File: src/rtl/video_in_burst_ctrl_if.sv
// video_in_burst_ctrl_if: processor address strobe, pixel FIFO read side and Wishbone B3 master bus
// master: the burst controller; slave: the processor/FIFO/Wishbone environment around it
interface video_in_burst_ctrl_if;
  logic [31:0] addr_in;
  logic        addr_valid;
  logic        new_addr;
  logic [5:0]  fifo_level;
  logic [31:0] fifo_rdata;
  logic        fifo_re;
  logic        wb_cyc;
  logic        wb_stb;
  logic        wb_we;
  logic [31:0] wb_adr;
  logic [31:0] wb_dat_o;
  logic [3:0]  wb_sel;
  logic [2:0]  wb_cti;
  logic        wb_ack;
  logic        frame_done;
  modport master (
    input  addr_in, addr_valid, fifo_level, fifo_rdata, wb_ack,
    output new_addr, fifo_re, wb_cyc, wb_stb, wb_we, wb_adr, wb_dat_o, wb_sel, wb_cti, frame_done
  );
  modport slave (
    output addr_in, addr_valid, fifo_level, fifo_rdata, wb_ack,
    input  new_addr, fifo_re, wb_cyc, wb_stb, wb_we, wb_adr, wb_dat_o, wb_sel, wb_cti, frame_done
  );
endinterface

File: src/rtl/video_in_burst_ctrl.sv
// video_in_burst_ctrl: moves captured pixel words from a show-ahead FIFO into a frame buffer with fixed-length Wishbone write bursts
// ports: clk, RST (sync active-high), bus (master modport: address strobe in, new_addr/frame_done pulses out, FIFO pop, Wishbone master)
module video_in_burst_ctrl #(
  parameter int WIDTH  = 640,
  parameter int HEIGHT = 480,
  parameter int BURST  = 16
) (
  input logic                    clk,
  input logic                    RST,
  video_in_burst_ctrl_if.master  bus
);
  localparam int         FRAME_WORDS = WIDTH * HEIGHT / 4;
  localparam logic [16:0] FW_LAST    = 17'(FRAME_WORDS - 1);
  localparam logic [5:0]  LEVEL      = 6'(BURST);
  localparam logic [5:0]  LAST       = 6'(BURST - 1);
  localparam logic [5:0]  PENULT     = 6'(BURST - 2);
  localparam logic [2:0]  CTI_FIRST  = (BURST == 1) ? 3'b111 : 3'b010;
  typedef enum logic [1:0] {IDLE, WAIT, XFER} state_t;
  state_t      state_q;
  logic        pend_v_q, new_addr_q, frame_done_q, cyc_q;
  logic [31:0] pend_addr_q, cur_base_q, adr_q;
  logic [16:0] word_cnt_q;
  logic [5:0]  burst_cnt_q;
  logic [2:0]  cti_q;
  always_ff @(posedge clk) begin
    if (RST) begin
      state_q      <= IDLE;
      pend_v_q     <= 1'b0;
      pend_addr_q  <= '0;
      cur_base_q   <= '0;
      word_cnt_q   <= '0;
      burst_cnt_q  <= '0;
      cyc_q        <= 1'b0;
      cti_q        <= '0;
      adr_q        <= '0;
      new_addr_q   <= 1'b0;
      frame_done_q <= 1'b0;
    end else begin
      new_addr_q   <= bus.addr_valid;
      frame_done_q <= 1'b0;
      if (bus.addr_valid) begin
        pend_addr_q <= bus.addr_in;
        pend_v_q    <= 1'b1;
      end
      case (state_q)
        IDLE: if (pend_v_q) begin
          cur_base_q <= pend_addr_q;
          pend_v_q   <= bus.addr_valid;
          word_cnt_q <= '0;
          state_q    <= WAIT;
        end
        WAIT: if (bus.fifo_level >= LEVEL) begin
          burst_cnt_q <= '0;
          cyc_q       <= 1'b1;
          cti_q       <= CTI_FIRST;
          adr_q       <= cur_base_q + {13'd0, word_cnt_q, 2'b00};
          state_q     <= XFER;
        end
        XFER: if (bus.wb_ack) begin
          word_cnt_q  <= word_cnt_q + 17'd1;
          burst_cnt_q <= burst_cnt_q + 6'd1;
          adr_q       <= adr_q + 32'd4;
          if (burst_cnt_q == PENULT) cti_q <= 3'b111;
          if (burst_cnt_q == LAST) begin
            cyc_q       <= 1'b0;
            cti_q       <= '0;
            adr_q       <= '0;
            burst_cnt_q <= '0;
            state_q     <= WAIT;
            // frame end: an address arriving on this very cycle beats the older pending one
            if (word_cnt_q == FW_LAST) begin
              frame_done_q <= 1'b1;
              word_cnt_q   <= '0;
              if (bus.addr_valid) begin
                cur_base_q <= bus.addr_in;
                pend_v_q   <= 1'b0;
              end else if (pend_v_q) begin
                cur_base_q <= pend_addr_q;
                pend_v_q   <= 1'b0;
              end
            end
          end
        end
        default: state_q <= IDLE;
      endcase
    end
  end
  assign bus.new_addr   = new_addr_q;
  assign bus.frame_done = frame_done_q;
  assign bus.wb_cyc     = cyc_q;
  assign bus.wb_stb     = cyc_q;
  assign bus.wb_we      = cyc_q;
  assign bus.wb_adr     = adr_q;
  assign bus.wb_cti     = cti_q;
  assign bus.wb_sel     = cyc_q ? 4'hF : 4'h0;
  // show-ahead FIFO head tracks each pop, so data is passed straight through rather than registered
  assign bus.wb_dat_o   = cyc_q ? bus.fifo_rdata : 32'd0;
  assign bus.fifo_re    = bus.wb_ack & cyc_q;
endmodule

File: src/flat_wrapper.sv
// flat-port wrapper written by rule: the top's interface ports become plain ports
module video_in_burst_ctrl_flat 
#(
  parameter int WIDTH  = 640,
  parameter int HEIGHT = 480,
  parameter int BURST  = 16
)
  (clk, RST, bus_addr_in, bus_addr_valid, bus_fifo_level, bus_fifo_rdata, bus_wb_ack, bus_new_addr, bus_fifo_re, bus_wb_cyc, bus_wb_stb, bus_wb_we, bus_wb_adr, bus_wb_dat_o, bus_wb_sel, bus_wb_cti, bus_frame_done);
  video_in_burst_ctrl_if bus_i ();
  input logic clk;
  input logic RST;
  input wire logic [$bits(bus_i.addr_in)-1:0] bus_addr_in;
  input wire logic [$bits(bus_i.addr_valid)-1:0] bus_addr_valid;
  input wire logic [$bits(bus_i.fifo_level)-1:0] bus_fifo_level;
  input wire logic [$bits(bus_i.fifo_rdata)-1:0] bus_fifo_rdata;
  input wire logic [$bits(bus_i.wb_ack)-1:0] bus_wb_ack;
  output wire logic [$bits(bus_i.new_addr)-1:0] bus_new_addr;
  output wire logic [$bits(bus_i.fifo_re)-1:0] bus_fifo_re;
  output wire logic [$bits(bus_i.wb_cyc)-1:0] bus_wb_cyc;
  output wire logic [$bits(bus_i.wb_stb)-1:0] bus_wb_stb;
  output wire logic [$bits(bus_i.wb_we)-1:0] bus_wb_we;
  output wire logic [$bits(bus_i.wb_adr)-1:0] bus_wb_adr;
  output wire logic [$bits(bus_i.wb_dat_o)-1:0] bus_wb_dat_o;
  output wire logic [$bits(bus_i.wb_sel)-1:0] bus_wb_sel;
  output wire logic [$bits(bus_i.wb_cti)-1:0] bus_wb_cti;
  output wire logic [$bits(bus_i.frame_done)-1:0] bus_frame_done;
  assign bus_i.addr_in = bus_addr_in;
  assign bus_i.addr_valid = bus_addr_valid;
  assign bus_i.fifo_level = bus_fifo_level;
  assign bus_i.fifo_rdata = bus_fifo_rdata;
  assign bus_i.wb_ack = bus_wb_ack;
  assign bus_new_addr = bus_i.new_addr;
  assign bus_fifo_re = bus_i.fifo_re;
  assign bus_wb_cyc = bus_i.wb_cyc;
  assign bus_wb_stb = bus_i.wb_stb;
  assign bus_wb_we = bus_i.wb_we;
  assign bus_wb_adr = bus_i.wb_adr;
  assign bus_wb_dat_o = bus_i.wb_dat_o;
  assign bus_wb_sel = bus_i.wb_sel;
  assign bus_wb_cti = bus_i.wb_cti;
  assign bus_frame_done = bus_i.frame_done;
  video_in_burst_ctrl #(.WIDTH(WIDTH), .HEIGHT(HEIGHT), .BURST(BURST)) u_core (.clk(clk), .RST(RST), .bus(bus_i));
endmodule
File: config.mk
export PLATFORM = sky130hd
export DESIGN_NAME = video_in_burst_ctrl_flat
export DESIGN_NICKNAME = d
export VERILOG_FILES = /design/src/rtl/video_in_burst_ctrl_if.sv /design/src/rtl/video_in_burst_ctrl.sv /design/src/flat_wrapper.sv
export SDC_FILE = /design/constraint.sdc
export NUM_CORES = 1
export LEC_CHECK = 0
export BUFFER_PORTS_ARGS = -buffer_cell sky130_fd_sc_hd__buf_4
export CORE_MARGIN = 1
export CORE_UTILIZATION = 45
export CTS_CLUSTER_DIAMETER = 100
export DETAILED_ROUTE_END_ITERATION = 6
export PLACE_DENSITY = 0.67
export SETUP_SLACK_MARGIN = 0.5
export SYNTH_ARGS = -nofsm -noshare
export SYNTH_HDL_FRONTEND = slang
export SYNTH_SLANG_ARGS = --single-unit
export TNS_END_PERCENT = 10
File: constraint.sdc
create_clock -name clk -period 3.6 [get_ports clk]
set_input_delay 0.18 -clock clk [delete_from_list [all_inputs] [get_ports clk]]
set_output_delay 0.18 -clock clk [all_outputs]
set_load 0.01 [all_outputs]
; Word level (Yosys, flattened, before mapping)
; Index checks and enable logic that the tools add are counted.
[word_totals]
reg_bits = 128
in_bits = 74
output_inout_bits = 77
wordCells = 85
[classes]
n_addsub = 4
magnitude_cmp = 1
n_eq_ne = 11
n_mux = 44
bitwise = 4
reduce_logical = 10
[op_table]
columns = cell, count
row1 = 2-to-1 mux 32 bit, 9
row2 = one-hot mux 32 bit (2 select lines), 2
row3 = 2-to-1 mux 17 bit, 4
row4 = one-hot mux 17 bit (2 select lines), 1
row5 = adder 32 x 19 -> 32 bit, 1
row6 = "adder 32 x 3 -> 32 bit, second input constant", 1
row7 = 2-to-1 mux 6 bit, 3
row8 = "adder 17 x 1 -> 17 bit, second input constant", 1
row9 = "== test 17 bit, second input constant", 1
row10 = AND reduction 4 bit, 4
row11 = "== test 6 x 4 -> 1 bit, second input constant", 2
row12 = 2-to-1 mux 3 bit, 4
row13 = one-hot mux 6 bit (2 select lines), 1
row14 = 2-to-1 mux 1 bit, 11
row15 = 2-to-1 mux 2 bit, 4
row16 = "inequality test 2 x 1 -> 1 bit, second input constant", 4
row17 = "adder 6 x 1 -> 6 bit, second input constant", 1
row18 = "greater-or-equal comparator 6 x 5 -> 1 bit, second input constant", 1
row19 = one-hot mux 2 bit (3 select lines), 1
row20 = one-hot mux 3 bit (2 select lines), 1
row21 = AND reduction 3 bit, 2
row22 = 2-to-1 mux 4 bit, 1
row23 = one-hot mux 1 bit (2 select lines), 2
row24 = nonzero test 2 bit, 2
row25 = 8 further kinds, 10

; Logic depth before layout (Yosys ltp)
; Gate-level depths: netlist (run 1).
[depth]
ltp_word = 7
depth_mapped = 10
depth_no_buf = 9

; Worst setup path after synthesis (run 1)
; Ideal clock, no wire load.
[synth_timing]
kind = register to register
startpoint = register u_core.word_cnt_q[0]
endpoint = register u_core.adr_q[18] (netlist: u_core.bus.wb_adr[18])
setup_ns = 0.130
t_arrival_ns = 2.366
required_time_ns = 3.470
setup_slack_ns = 1.104
stages_incl_launch_ff = 10
path_cell_list = dfxtp_1 > ha_1 > fa_1 > a211oi_1 > o21bai_1 > o21ai_0 > a21oi_1 > a311oi_1 > xor2_1 > o22ai_1
[synth_via]
elab_chain_cells = 3
[synth_lines]
columns = element, line_no
row1 = start: declaration, video_in_burst_ctrl.sv:22  ; logic [16:0] word_cnt_q;
row2 = start signal: assignment, video_in_burst_ctrl.sv:60  ; word_cnt_q <= word_cnt_q + 17'd1;
row3 = adder 32 x 19 -> 32 bit, video_in_burst_ctrl.sv:56  ; adr_q <= cur_base_q + {13'd0, word_cnt_q, 2'b00};
row4 = 2-to-1 mux 32 bit, video_in_burst_ctrl.sv:52  ; WAIT: if (bus.fifo_level >= LEVEL) begin
row5 = one-hot mux 32 bit (2 select lines), video_in_burst_ctrl.sv:45  ; case (state_q)
row6 = end signal: assignment, video_in_burst_ctrl.sv:56
row7 = end signal: assignment, video_in_burst_ctrl.sv:62  ; adr_q <= adr_q + 32'd4;
row8 = end: declaration, video_in_burst_ctrl.sv:21  ; logic [31:0] pend_addr_q, cur_base_q, adr_q;
; No other way between the ends. The select of a mux whose other input is x is not followed.
; A chain may end at the register's enable or synchronous reset.

; Worst setup path in the final report (run 1)
[layout_timing]
startpoint = register u_core.word_cnt_q[6]
endpoint = register u_core.adr_q[25] (netlist: u_core.bus.wb_adr[25])
; The elaborated chain is that of the path after synthesis.

==> results of run 1 <==
==> worst min-delay path, stage by stage <==
cell and delay (ns):
buf_4 0.08, mux2i_1 0.06, nor2_1 0.07
==> power by group through the flow <==
stage	Sequential (mW)	Clock, mW	Combinational, mW
5_1_grt	1.56	1.86	0.632
3_3_place_gp	1.57	0	0.555
2_1_floorplan	1.55	0	0.379
3_5_place_dp	1.57	0	0.559
6_report	1.55	1.78	0.577
4_1_cts	1.54	1.80	0.575
==> cell usage in the layout, fill, tap and decap left out, drive strengths merged, types with 12 or more instances in the layout <==
master / count
buf: 157
dfxtp: 127
nor2: 97
o21ai: 79
nand2: 63
a21oi: 53
inv: 41
and2: 38
mux2i: 36
a221oi: 35
nand3b: 32
xor2: 28
nand3: 22
ha: 21
nand4: 20
clkbuf: 19
and3: 17
xnor2: 15
nor3: 15
dlygate4sd3: 13
o22ai: 12
==> state kept, by name, summed over array words and instances, names as in the netlist <==
register               cells
u_core.burst_cnt_q         6
u_core.bus.frame_done      1
u_core.bus.new_addr        1
u_core.bus.wb_adr         32
u_core.bus.wb_cti          2
u_core.bus.wb_cyc          1
u_core.cur_base_q         32
u_core.pend_addr_q        32
u_core.pend_v_q            1
u_core.state_q             2
u_core.word_cnt_q         17
==> area by class of cell <==
cell class,instances,share of cell area
inverter,40,0.0159
sequential,127,0.269
clock inverter,12,0.0171
tap,216,0.0286
multi-input combinational,685,0.483
clock buffer,19,0.0479
timing repair buffer,170,0.138
==> cells by family (layout without fill, tap and decap cells) <==
family                   Yosys count  after routing  synth area share
XOR/XNOR                          43             43            0.0499
flip-flops                       127            127             0.337
AO/OA/AOI/OAI                    241            241             0.229
adder cells (fa/ha/maj)           22             22            0.0375
buffers and inverters            102            241            0.0580
AND/OR/NAND/NOR                  343            343             0.241
multiplexers                      36             36            0.0478
==> per-layer routing <==
layer | global-route usage | vias up | wire (um)
li1 | - | 3564 | -
met1 | 0.340 | 3340 | 9840
met2 | 0.378 | 251 | 9800
met3 | 0.0459 | 17 | 1200
met4 | 0.0775 | 0 | 233
met5 | 0 | - | 0
==> stage by stage <==
| stage | utilization | setup slack, ns | cells | cell area (um2) | hold slack [ns] |
|---|---|---|---|---|---|
| 2_1_floorplan | - | 1.10 | 914 | 7550 | 0.327 |
| 3_3_place_gp | 0.541 | 0.649 | 1225 | 8710 | 0.428 |
| 5_1_grt | 0.587 | 0.509 | 1269 | 9460 | 0.0227 |
| 4_1_cts | 0.587 | 0.617 | 1269 | 9460 | 0.00203 |
| 6_report | 0.587 | 0.717 | 1269 | 9460 | 0.0102 |
| 3_5_place_dp | 0.541 | 0.623 | 1225 | 8710 | 0.431 |
==> synthesized netlist by cell type (all sizes together) (22+ instances only) <==
| cell | count | area [um2] |
|---|---|---|
| o21ai | 79 | 399 |
| a221oi | 35 | 494 |
| nand3b | 32 | 240 |
| mux2i | 36 | 360 |
| dfxtp | 127 | 2540 |
| a21oi | 53 | 280 |
| nand3 | 22 | 115 |
| inv | 40 | 150 |
| nand2 | 63 | 236 |
| nor2 | 97 | 367 |
| xor2 | 28 | 245 |
| and2 | 38 | 238 |
| buf | 24 | 145 |
| clkbuf | 38 | 143 |
==> repair_timing <==
action | in CTS | in global routing
endpoints found under the setup margin | 0 | 7
hold endpoints to repair | 13 | 0
resized for setup | 0 | 1
hold buffers | 13 | 0
setup buffers | 0 | 0
==> worst max-delay path by stage <==
stage	start	endpoint	slack [ns]	depth (start not counted)
2_1_floorplan	u_core.word_cnt_q[0]	u_core.bus.wb_adr[18]	1.10	9
3_3_place_gp	u_core.word_cnt_q[0]	u_core.bus.wb_adr[18]	0.65	9
3_5_place_dp	u_core.word_cnt_q[0]	u_core.bus.wb_adr[18]	0.62	9
4_1_cts	u_core.word_cnt_q[0]	u_core.bus.wb_adr[18]	0.62	9
5_1_grt	u_core.word_cnt_q[0]	u_core.bus.wb_adr[30]	0.51	9
6_report	u_core.word_cnt_q[6]	u_core.bus.wb_adr[25]	0.72	8
==> results.txt, run 1 <==
----------------------------------------------------
[Power and ir drop]
  Total internal power ... 2.86 mW
  Psw ... 1.04 mW
  Sequential Power Share ... 0.396
  Worst IR drop on VDD ... 0.378 mV
  Power per standard cell area ... 412 nW/um2
  Switching fraction of total power ... 0.267
  Leakage power figure ... 3.90 nW
  Logic pwr share ... 0.148
  Clk network pwr share ... 0.456
  Total power consumption of the routed design ... 3.90 mW

[Detailed routing]
  DRT Wirelength ... 21.1 mm
  Vias after detailed routing ... 7172
  Vias per cell ... 5.65
  Detailed-route wire length per cell ... 16.6 um
  Number of optimization iterations in the first detailed-route pass ... 5
  Antenna Nets Post-Route ... 0
  DRC violations left ... 0
  Starting DRT DRC Count ... 610

[Logic synthesis]
  Average size of a mapped cell ... 8.26 um2
  Cell count after synthesis ... 914
  Synthesized flop and latch total ... 127
  Predominant post-synthesis flop cell ... dfxtp_1
  Cell Area, Synth ... 7550 um2
  Number of flops mapped to enable cells by yosys ... 0
  Unique cell type count in the Yosys netlist ... 62
  FFs w/ async S/R, synth ... 0
  Number of warnings reported in the yosys synthesis log ... 0
  Share of the yosys chip area belonging to registers ... 0.337
  Syn Nets ... 1010

[Worst setup path]
  Critical path buffers and inverters ... 0
  Endpoint class of the critical path ... register
  Reg-to-reg slack, setup ... 0.72 ns
  Required time worst endpoint ... 3.87 ns
  Worst-path cell with the longest stage delay ... a211oi_1
  CP cell instances ... ha_1 -> a21oi_1 -> o21ai_0 -> a211oi_1 -> o32ai_1 -> nand3_1 -> mux2i_1 -> o21ai_0
  FF-to-FF Start ... u_core.word_cnt_q[6]
  Worst-path fanout max ... 6
  Reg2reg path depth ... 8
  Cell mode on critical path ... o21ai_0
  Largest delay contributor family on the critical path ... compound AO/OA/AOI/OAI gates
  Slowest Stage Delay on Critical Path ... 0.46 ns
  Critical register-to-register path endpoint ... u_core.bus.wb_adr[25]
  Critical path class ... reg2reg
  Arrival time reported for the critical path endpoint ... 3.15 ns
  Type of element launching the critical path ... register

[Die]
  Die width ... 131 um
  Die footprint ... 17300 um2
  Boundary pin count ... 151
  Vert. Die Dim ... 131 um
  Core ar. ... 16100 um2
  Number of cell rows ... 46
  Initial cell density of the core ... 0.468

[Flow run]
  Number of max-capacitance violations reported ... 0

[CTS]
  CTS tree ... built
  Total clock buffers created by CTS ... 17
  Clock tree buffer depth ... 2
  Number of clock sinks seen by CTS ... 127
  Clock Latency Late Sink ... 0.42 ns
  H-tree depth ... 4
  Clock-pin slew reported for the worst setup and hold paths after clock tree synthesis ... 0.06 ns
  Master cell of the clock root buffer ... clkbuf_16

[STA]
  Maximum clock frequency ... 347 MHz
  Fin. Hold Viols ... 0
  Worst slew margin ... 0.372
  Finish-stage setup viols ... 0
  Setup repair after global routing missed its margin ... false
  Setup TNS after final layout ... 0 ns
  Period utilisation layout ... 0.801
  Setup Skew ... 0.0115 ns
  Min Tclk post-route ... 2.88 ns
  Actual slew at the worst max-slew pin ... 0.940 ns
  Number of max-slew violations in the final report ... 0

[Final layout]
  Storage cell area ... 2540 um2
  Number of fill cells in the layout ... 1483
  Total area of multi-input combinational cells ... 4570 um2
  Ant diodes ... 0
  Ratio of cells with drive above 1 in the final layout ... 0.216
  Nets ... 1137
  Area growth from synthesis to final layout ... 25.4%

[GRT]
  Global-route wire length before repair ... 34.0 mm
  Number of antenna violations at the first check in global routing ... 0
  Largest net degree at the start of global routing ... 69
  Overall track demand over capacity in global routing ... 0.244
  Vias in the first global route ... 6502
  Overflow after GRT ... 0

[Worst hold path]
  Hold Path Sink ... u_core.pend_addr_q[17]
  Launch instance of the worst min-delay path ... bus_addr_in[17]
  Worst hold-check path type ... in2reg
  Depth of the worst hold-timing path ... 3

[Status]
  Outcome ... completed

[Placement]
  HPWL Detailed ... 15.0 mm
  Count of input and output buffers ... 146
  GPL Wtd Cong ... 0.868

----------------------------------------------------
No activity file was read; power rests on OpenSTA's default activity.
==> run 2, diff against run 1 <==
- ABC_AREA: unset -> 1
- PLACE_DENSITY: 0.67 -> 0.69
- clock period: 3.6 -> 2.4 ns (I/O delays scaled with it)
==> results.txt, run 2 <==
----------------------------------------------------
[Status]
  Outcome ... finished, violations left
  Violations in the final reports ... DRC

[STA]
  Actual slew at the worst max-slew pin ... 0.543 ns (-0.397 ns)
  Number of max-slew violations in the final report ... 0 (unchanged)
  Fin. Hold Viols ... 0 (unchanged)
  Setup repair after global routing missed its margin ... true
  Setup Skew ... 0.0125 ns (+0.000960 ns)
  Maximum clock frequency ... 527 MHz (+52%)
  WHS ... 0.0335 ns (+0.0233 ns)
  Final critical-path setup slack ... 0.501 ns (-0.215 ns)
  Finish-stage setup viols ... 0 (unchanged)
  Min Tclk post-route ... 1.90 ns (-0.985 ns)
  Worst slew margin ... 0.638 (+0.266)
  Setup TNS after final layout ... 0 ns (unchanged)
  Period utilisation layout ... 0.791 (-0.00982)

[Die]
  Boundary pin count ... 151 (unchanged)
  Number of cell rows ... 49 (+6.5%)
  Die footprint ... 19300 um2 (+12%)
  Die width ... 139 um (+5.8%)
  Core ar. ... 18200 um2 (+13%)
  Initial cell density of the core ... 0.464 (-0.00381)
  Vert. Die Dim ... 139 um (+5.8%)

[Worst setup path]
  Arrival time reported for the critical path endpoint ... 2.21 ns (-0.94 ns)
  CP cell instances ... ha_4 -> or2_4 -> and2_4 -> nand3_1 -> nand3b_1 -> buf_4 -> o21ai_1 -> a21oi_1
  Worst-path cell with the longest stage delay ... dfxtp_4
  Worst-path fanout max ... 4 (-2)
  Largest delay contributor family on the critical path ... simple AND/OR/NAND/NOR gates
  Endpoint class of the critical path ... register
  Type of element launching the critical path ... register
  Reg-to-reg slack, setup ... 0.50 ns (-0.22 ns)
  Critical path class ... reg2reg
  Required time worst endpoint ... 2.71 ns (-1.16 ns)
  Critical path buffers and inverters ... 1 (+1)
  Slowest Stage Delay on Critical Path ... 0.37 ns (-0.09 ns)

[CTS]
  Clock Latency Late Sink ... 0.44 ns (+0.02 ns)
  Total clock buffers created by CTS ... 17 (unchanged)
  Number of clock sinks seen by CTS ... 127 (unchanged)
  Master cell of the clock root buffer ... clkbuf_16
  H-tree depth ... 4 (unchanged)
  Clock-pin slew reported for the worst setup and hold paths after clock tree synthesis ... 0.06 ns (about the same)
  CTS tree ... built
  Clock tree buffer depth ... 2 (unchanged)

[Placement]
  Post-place setup slack ... 0.281 ns (-0.343 ns)
  GPL Wtd Cong ... 0.997 (+15%)
  HPWL Detailed ... 19.1 mm (+27%)
  Count of input and output buffers ... 146 (unchanged)
  Placed cell areas ... 9720 um2 (+12%)
  Number of cells after detailed placement ... 1727 (+41%)

[Final layout]
  Most common cell after layout, fill and taps aside ... nand2_1
  Design Area, Final ... 11200 um2 (+19%)
  Number of standard cells in the final layout excluding fillers ... 1801 (+42%)
  Final core utilization ... 0.616 (+0.0293)
  Nets ... 1655 (+46%)
  Number of fill cells in the layout ... 1751 (+18%)
  Ratio of cells with drive above 1 in the final layout ... 0.225 (+0.00898)
  Area growth from synthesis to final layout ... 32.7%
  Ant diodes ... 0 (unchanged)
  Commonest cells after routing, fill and taps aside ... nand2_1, inv_1, buf_4

[Detailed routing]
  Vias per cell ... 5.21 (-7.9%)
  DRT Wirelength ... 27.0 mm (+28%)
  DRC violations left ... 11 (+11)
  Number of optimization iterations in the first detailed-route pass ... 7 (+2)
  Antenna Nets Post-Route ... 0 (unchanged)
  Starting DRT DRC Count ... 789 (+29%)
  Detailed-route wire length per cell ... 15.0 um (-9.8%)
  Vias after detailed routing ... 9379 (+31%)

[Power and ir drop]
  Clk network pwr share ... 0.267 (-0.189)
  Total internal power ... 5.51 mW (+93%)
  Sequential Power Share ... 0.312 (-0.084)
  Total power consumption of the routed design ... 9.58 mW (+150%)
  Logic pwr share ... 0.421 (+0.273)
  Worst IR drop on VDD ... 0.514 mV (+36%)
  Power per standard cell area ... 853 nW/um2 (+110%)
  Psw ... 4.07 mW (+290%)
  Switching fraction of total power ... 0.425 (+0.158)
  Leakage power figure ... 5.12 nW (+31%)

[Logic synthesis]
  Area contributors post-synth ... dfxtp_1, nand2_1, inv_1
  Cell count after synthesis ... 1389 (+52%)
  Number of flops mapped to enable cells by yosys ... 0 (unchanged)
  Average size of a mapped cell ... 6.09 um2 (-26%)
  Top cell type's share of synthesized area ... 0.301 (-0.0363)
  Unique cell type count in the Yosys netlist ... 47 (-24%)
  Largest area contributor in the netlist ... dfxtp_1
  Leading cell types by count after synthesis ... nand2_1, inv_1, dfxtp_1, o21ai_0, a21oi_1
  Syn Nets ... 1485 (+47%)
  Number of warnings reported in the yosys synthesis log ... 0 (unchanged)
  Most used standard cell by instance count after synthesis ... nand2_1
  Synthesized flop and latch total ... 127 (unchanged)
  FFs w/ async S/R, synth ... 0 (unchanged)
  Cell Area, Synth ... 8460 um2 (+12%)
  Predominant post-synthesis flop cell ... dfxtp_1
  Share of the yosys chip area belonging to registers ... 0.301 (-0.0363)

[Worst hold path]
  Worst hold-check path type ... in2reg

[GRT]
  Vias in the first global route ... 8352 (+28%)
  Global-route wire length before repair ... 42.5 mm (+25%)
  Largest net degree at the start of global routing ... 69 (unchanged)
  Overflow after GRT ... 0 (unchanged)
  Number of antenna violations at the first check in global routing ... 0 (unchanged)
  Overall track demand over capacity in global routing ... 0.277 (+0.0327)

[Flow run]
  Number of max-capacitance violations reported ... 0 (unchanged)

----------------------------------------------------
## run 2: cell count changes in the layout (fill, tap and decap cells not counted), sizes merged, moves of 19 or more
cell | previous run | this run
a21oi | 53 | 122
a221oi | 35 | 0
and2 | 38 | 2
buf | 157 | 182
dlygate4sd3 | 13 | 32
inv | 41 | 196
mux2i | 36 | 0
nand2 | 63 | 405
nand3 | 22 | 100
nand3b | 32 | 3
nor2 | 97 | 120
o21ai | 79 | 132
xor2 | 28 | 8
## run 2: repair_timing
item,in CTS,in global routing
hold buffers,32,0
setup buffers,6,4
pin swaps,6,9
resized for setup,38,94
endpoints found under the setup margin,73,83
hold endpoints to repair,32,0
## run 2: cell families (layout without fill, tap and decap cells)
family                   Yosys count  in the layout  synth area share
flip-flops                       127            127             0.301
XOR/XNOR                          11             11            0.0114
AND/OR/NAND/NOR                  699            699             0.360
adder cells (fa/ha/maj)           22             22            0.0334
buffers and inverters            251            434             0.122
AO/OA/AOI/OAI                    279            279             0.173
## run 2: power by group through the flow
| stage | clock, mW | combinational (mW) | sequential [mW] |
|---|---|---|---|
| 2_1_floorplan | 0 | 2.47 | 2.88 |
| 3_3_place_gp | 0 | 3.60 | 2.96 |
| 3_5_place_dp | 0 | 3.65 | 2.96 |
| 4_1_cts | 2.59 | 3.81 | 2.93 |
| 5_1_grt | 2.68 | 4.43 | 3.02 |
| 6_report | 2.56 | 4.03 | 2.99 |
## run 2: final cells by class
type	count	area, um2	share of cell area
repair buffers	214	1740	0.155
multi-input cells	1011	5330	0.475
flip-flops and latches	127	2580	0.230
inverters	188	708	0.0631
well taps	229	287	0.0255
clock buffers	17	425	0.0379
clock inverters	15	151	0.0135
## run 2: worst paths after layout
kind,start,end,depth (start not counted)
setup / recovery,u_core.word_cnt_q[2],u_core.bus.wb_adr[13],8
hold / removal,RST,u_core.burst_cnt_q[5],2
setup reg to reg,u_core.word_cnt_q[2],u_core.bus.wb_adr[13],8
hold reg to reg,u_core.bus.wb_adr[0],u_core.bus.wb_adr[0],2
## run 2: worst register-to-register path: stages (launching register included)
cell and delay [ns]:
dfxtp_4 0.37, ha_4 0.26, or2_4 0.24, and2_4 0.17
nand3_1 0.07, nand3b_1 0.16, buf_4 0.19, o21ai_1 0.22
a21oi_1 0.10
## run 2: routing by layer
layer / GRT usage / part of all wire / vias to the layer above
li1: - / - / 4820
met1: 0.373 / 0.47 / 4262
met2: 0.444 / 0.46 / 259
met3: 0.0380 / 0.047 / 38
met4: 0.114 / 0.025 / 0
met5: 0 / 0 / -
==> run 3, diff against run 2 <==
- ABC_AREA: 1 -> 0
- PLACE_DENSITY: 0.69 -> 0.7
- clock period: 2.4 -> 1.65 ns (I/O delays scaled with it)
==> results.txt, run 3 (synthesis gave the netlist of run 1 again) <==
----------------------------------------------------
[Worst setup path]
  Endpoint class of the critical path ... register
  Critical path class ... reg2reg
  Critical register-to-register path endpoint ... u_core.bus.wb_adr[30]
  Slowest Stage Delay on Critical Path ... 0.37 ns (about the same)
  Largest delay contributor family on the critical path ... compound AO/OA/AOI/OAI gates
  FF-to-FF Start ... u_core.word_cnt_q[0]
  Worst-path cell with the longest stage delay ... fa_2
  Required time worst endpoint ... 1.95 ns (-0.76 ns)
  CP cell instances ... ha_4 -> fa_2 -> a211oi_2 -> o21bai_2 -> o21ai_4 -> nand2_2 -> a31oi_2 -> mux2i_1 -> a311oi_1
  Critical path buffers and inverters ... 0 (-1)
  Reg-to-reg slack, setup ... -0.62 ns (-1.12 ns)
  Worst-path fanout max ... 4 (unchanged)
  Arrival time reported for the critical path endpoint ... 2.57 ns (+0.36 ns)
  Reg2reg path depth ... 9 (+1)
  Type of element launching the critical path ... register

[GRT]
  Overflow after GRT ... 0 (unchanged)
  Global-route wire length before repair ... 41.5 mm (-2.4%)
  Largest net degree at the start of global routing ... 73 (+5.8%)
  Number of antenna violations at the first check in global routing ... 0 (unchanged)
  Vias in the first global route ... 8164 (-2.3%)
  Overall track demand over capacity in global routing ... 0.301 (+0.0238)

[Status]
  Violations in the final reports ... setup timing
  Outcome ... finished, violations left

[Detailed routing]
  Antenna Nets Post-Route ... 0 (unchanged)
  Vias per cell ... 5.69 (+9.3%)
  Vias after detailed routing ... 8560 (-8.7%)
  Detailed-route wire length per cell ... 18.0 um (+20%)
  DRC violations left ... 0 (-11)
  Number of optimization iterations in the first detailed-route pass ... 6 (-1)
  DRT Wirelength ... 27.0 mm (+0.22%)
  Starting DRT DRC Count ... 820 (+3.9%)

[CTS]
  Clock tree buffer depth ... 2 (unchanged)
  Master cell of the clock root buffer ... clkbuf_16
  Clock-pin slew reported for the worst setup and hold paths after clock tree synthesis ... 0.06 ns (about the same)
  H-tree depth ... 4 (unchanged)
  Number of clock sinks seen by CTS ... 127 (unchanged)
  Total clock buffers created by CTS ... 17 (unchanged)
  CTS tree ... built
  Clock Latency Late Sink ... 0.43 ns (about the same)

[STA]
  Number of max-slew violations in the final report ... 0 (unchanged)
  Setup repair after global routing missed its margin ... true
  Worst slew margin ... 0.617 (-0.0209)
  Fin. Hold Viols ... 0 (unchanged)
  Maximum clock frequency ... 440 MHz (-16%)
  Period utilisation layout ... 1.38 (+0.585)
  Actual slew at the worst max-slew pin ... 0.574 ns (+0.0313 ns)
  Min Tclk post-route ... 2.27 ns (+0.372 ns)
  Setup Skew ... 0.00987 ns (-0.00263 ns)
  Setup TNS after final layout ... -33.48 ns (-33.48 ns)
  Final critical-path setup slack ... -0.620 ns (-1.12 ns)
  Finish-stage setup viols ... 80 (+80)

[Worst hold path]
  Worst hold-check path type ... in2reg
  Depth of the worst hold-timing path ... 4 (+2)
  Launch instance of the worst min-delay path ... RST
  Hold Path Sink ... u_core.bus.wb_cyc

[Power and ir drop]
  Psw ... 2.56 mW (-37%)
  Logic pwr share ... 0.213 (-0.208)
  Sequential Power Share ... 0.377 (+0.065)
  Worst IR drop on VDD ... 0.813 mV (+58%)
  Power per standard cell area ... 733 nW/um2 (-14%)
  Leakage power figure ... 5.22 nW (+1.9%)
  Switching fraction of total power ... 0.288 (-0.137)
  Clk network pwr share ... 0.410 (+0.143)
  Total internal power ... 6.33 mW (+15%)

[Die]
  Die width ... 131 um (-5.5%)
  Number of cell rows ... 46 (-6.1%)
  Vert. Die Dim ... 131 um (-5.5%)
  Die footprint ... 17300 um2 (-11%)
  Core ar. ... 16100 um2 (-11%)
  Boundary pin count ... 151 (unchanged)
  Initial cell density of the core ... 0.468 (+0.00381)

[Placement]
  GPL Wtd Cong ... 1.00 (+0.75%)
  Number of cells after detailed placement ... 1426 (-17%)
  HPWL Detailed ... 17.9 mm (-6.2%)
  Placed cell areas ... 10400 um2 (+6.6%)
  Count of input and output buffers ... 146 (unchanged)

[Final layout]
  Design Area, Final ... 12100 um2 (+8.2%)
  Nets ... 1371 (-17%)
  Ant diodes ... 0 (unchanged)
  Ratio of cells with drive above 1 in the final layout ... 0.432 (+0.207)
  Commonest cells after routing, fill and taps aside ... buf_4, dfxtp_1, nor2_1
  Most common cell after layout, fill and taps aside ... buf_4
  Area growth from synthesis to final layout ... 60.9%
  Number of standard cells in the final layout excluding fillers ... 1504 (-16%)

[Flow run]
  Number of max-capacitance violations reported ... 0 (unchanged)

----------------------------------------------------
run 3: worst max-delay path by stage:
| stage | startpoint | end | slack [ns] | depth (start not counted) |
|---|---|---|---|---|
| after floorplan | u_core.word_cnt_q[0] | u_core.bus.wb_adr[18] | -0.43 | 9 |
| after global placement | u_core.word_cnt_q[1] | u_core.bus.wb_adr[25] | -0.64 | 9 |
| after detailed placement | u_core.word_cnt_q[1] | u_core.bus.wb_adr[25] | -0.70 | 9 |
| after CTS | u_core.word_cnt_q[0] | u_core.bus.wb_adr[24] | -0.56 | 10 |
| after global routing | u_core.word_cnt_q[0] | u_core.bus.wb_adr[30] | -0.66 | 9 |
| final | u_core.word_cnt_q[0] | u_core.bus.wb_adr[30] | -0.62 | 9 |
run 3: routing by layer:
layer	share of wire	wire length (um)	global-route usage	vias up
li1	-	-	-	4040
met1	0.41	11200	0.372	3990
met2	0.48	12900	0.496	423
met3	0.064	1730	0.0540	107
met4	0.045	1210	0.158	0
met5	0	0	0	-
run 3: worst reg2reg max path, cell delays in order (launching register included):
cell	delay (ns)
dfxtp_4	0.36
ha_4	0.17
fa_2	0.37
a211oi_2	0.21
o21bai_2	0.13
o21ai_4	0.25
nand2_2	0.12
a31oi_2	0.18
mux2i_1	0.24
a311oi_1	0.11
run 3: power by group through the flow:
stage	sequential, mW	clock [mW]	combinational (mW)
after global placement	3.39	0	1.55
after detailed placement	3.40	0	1.58
after global routing	3.37	3.85	2.02
after CTS	3.34	3.68	1.78
after floorplan	3.39	0	0.829
final	3.35	3.65	1.90
run 3: area by class of cell:
| class | count | area (um2) |
|---|---|---|
| clock buffers | 19 | 443 |
| clock inverters | 13 | 129 |
| fillers | 1092 | 3980 |
| inverters | 40 | 150 |
| multi-input cells | 685 | 5130 |
| flip-flops and latches | 127 | 2570 |
| well taps | 216 | 270 |
| repair buffers | 404 | 3450 |
run 3: timing repair:
item,4_1_cts,5_1_grt
setup buffers,4,4
endpoints found under the hold margin,38,0
hold buffers,36,0
setup endpoints to repair,137,140
cloned,0,2
resized for setup,149,41
pin swaps,66,52
run 3: through the flow:
stage / hold slack (ns) / power (mW) / worst slack (ns) / utilization
after floorplan: 0.229 / 4.22 / -0.427 / -
after global placement: 0.329 / 4.94 / -0.641 / 0.643
after detailed placement: 0.339 / 4.97 / -0.700 / 0.643
after CTS: 0.0405 / 8.81 / -0.564 / 0.738
after global routing: 0.0528 / 9.23 / -0.663 / 0.753
final: 0.0298 / 8.90 / -0.620 / 0.753
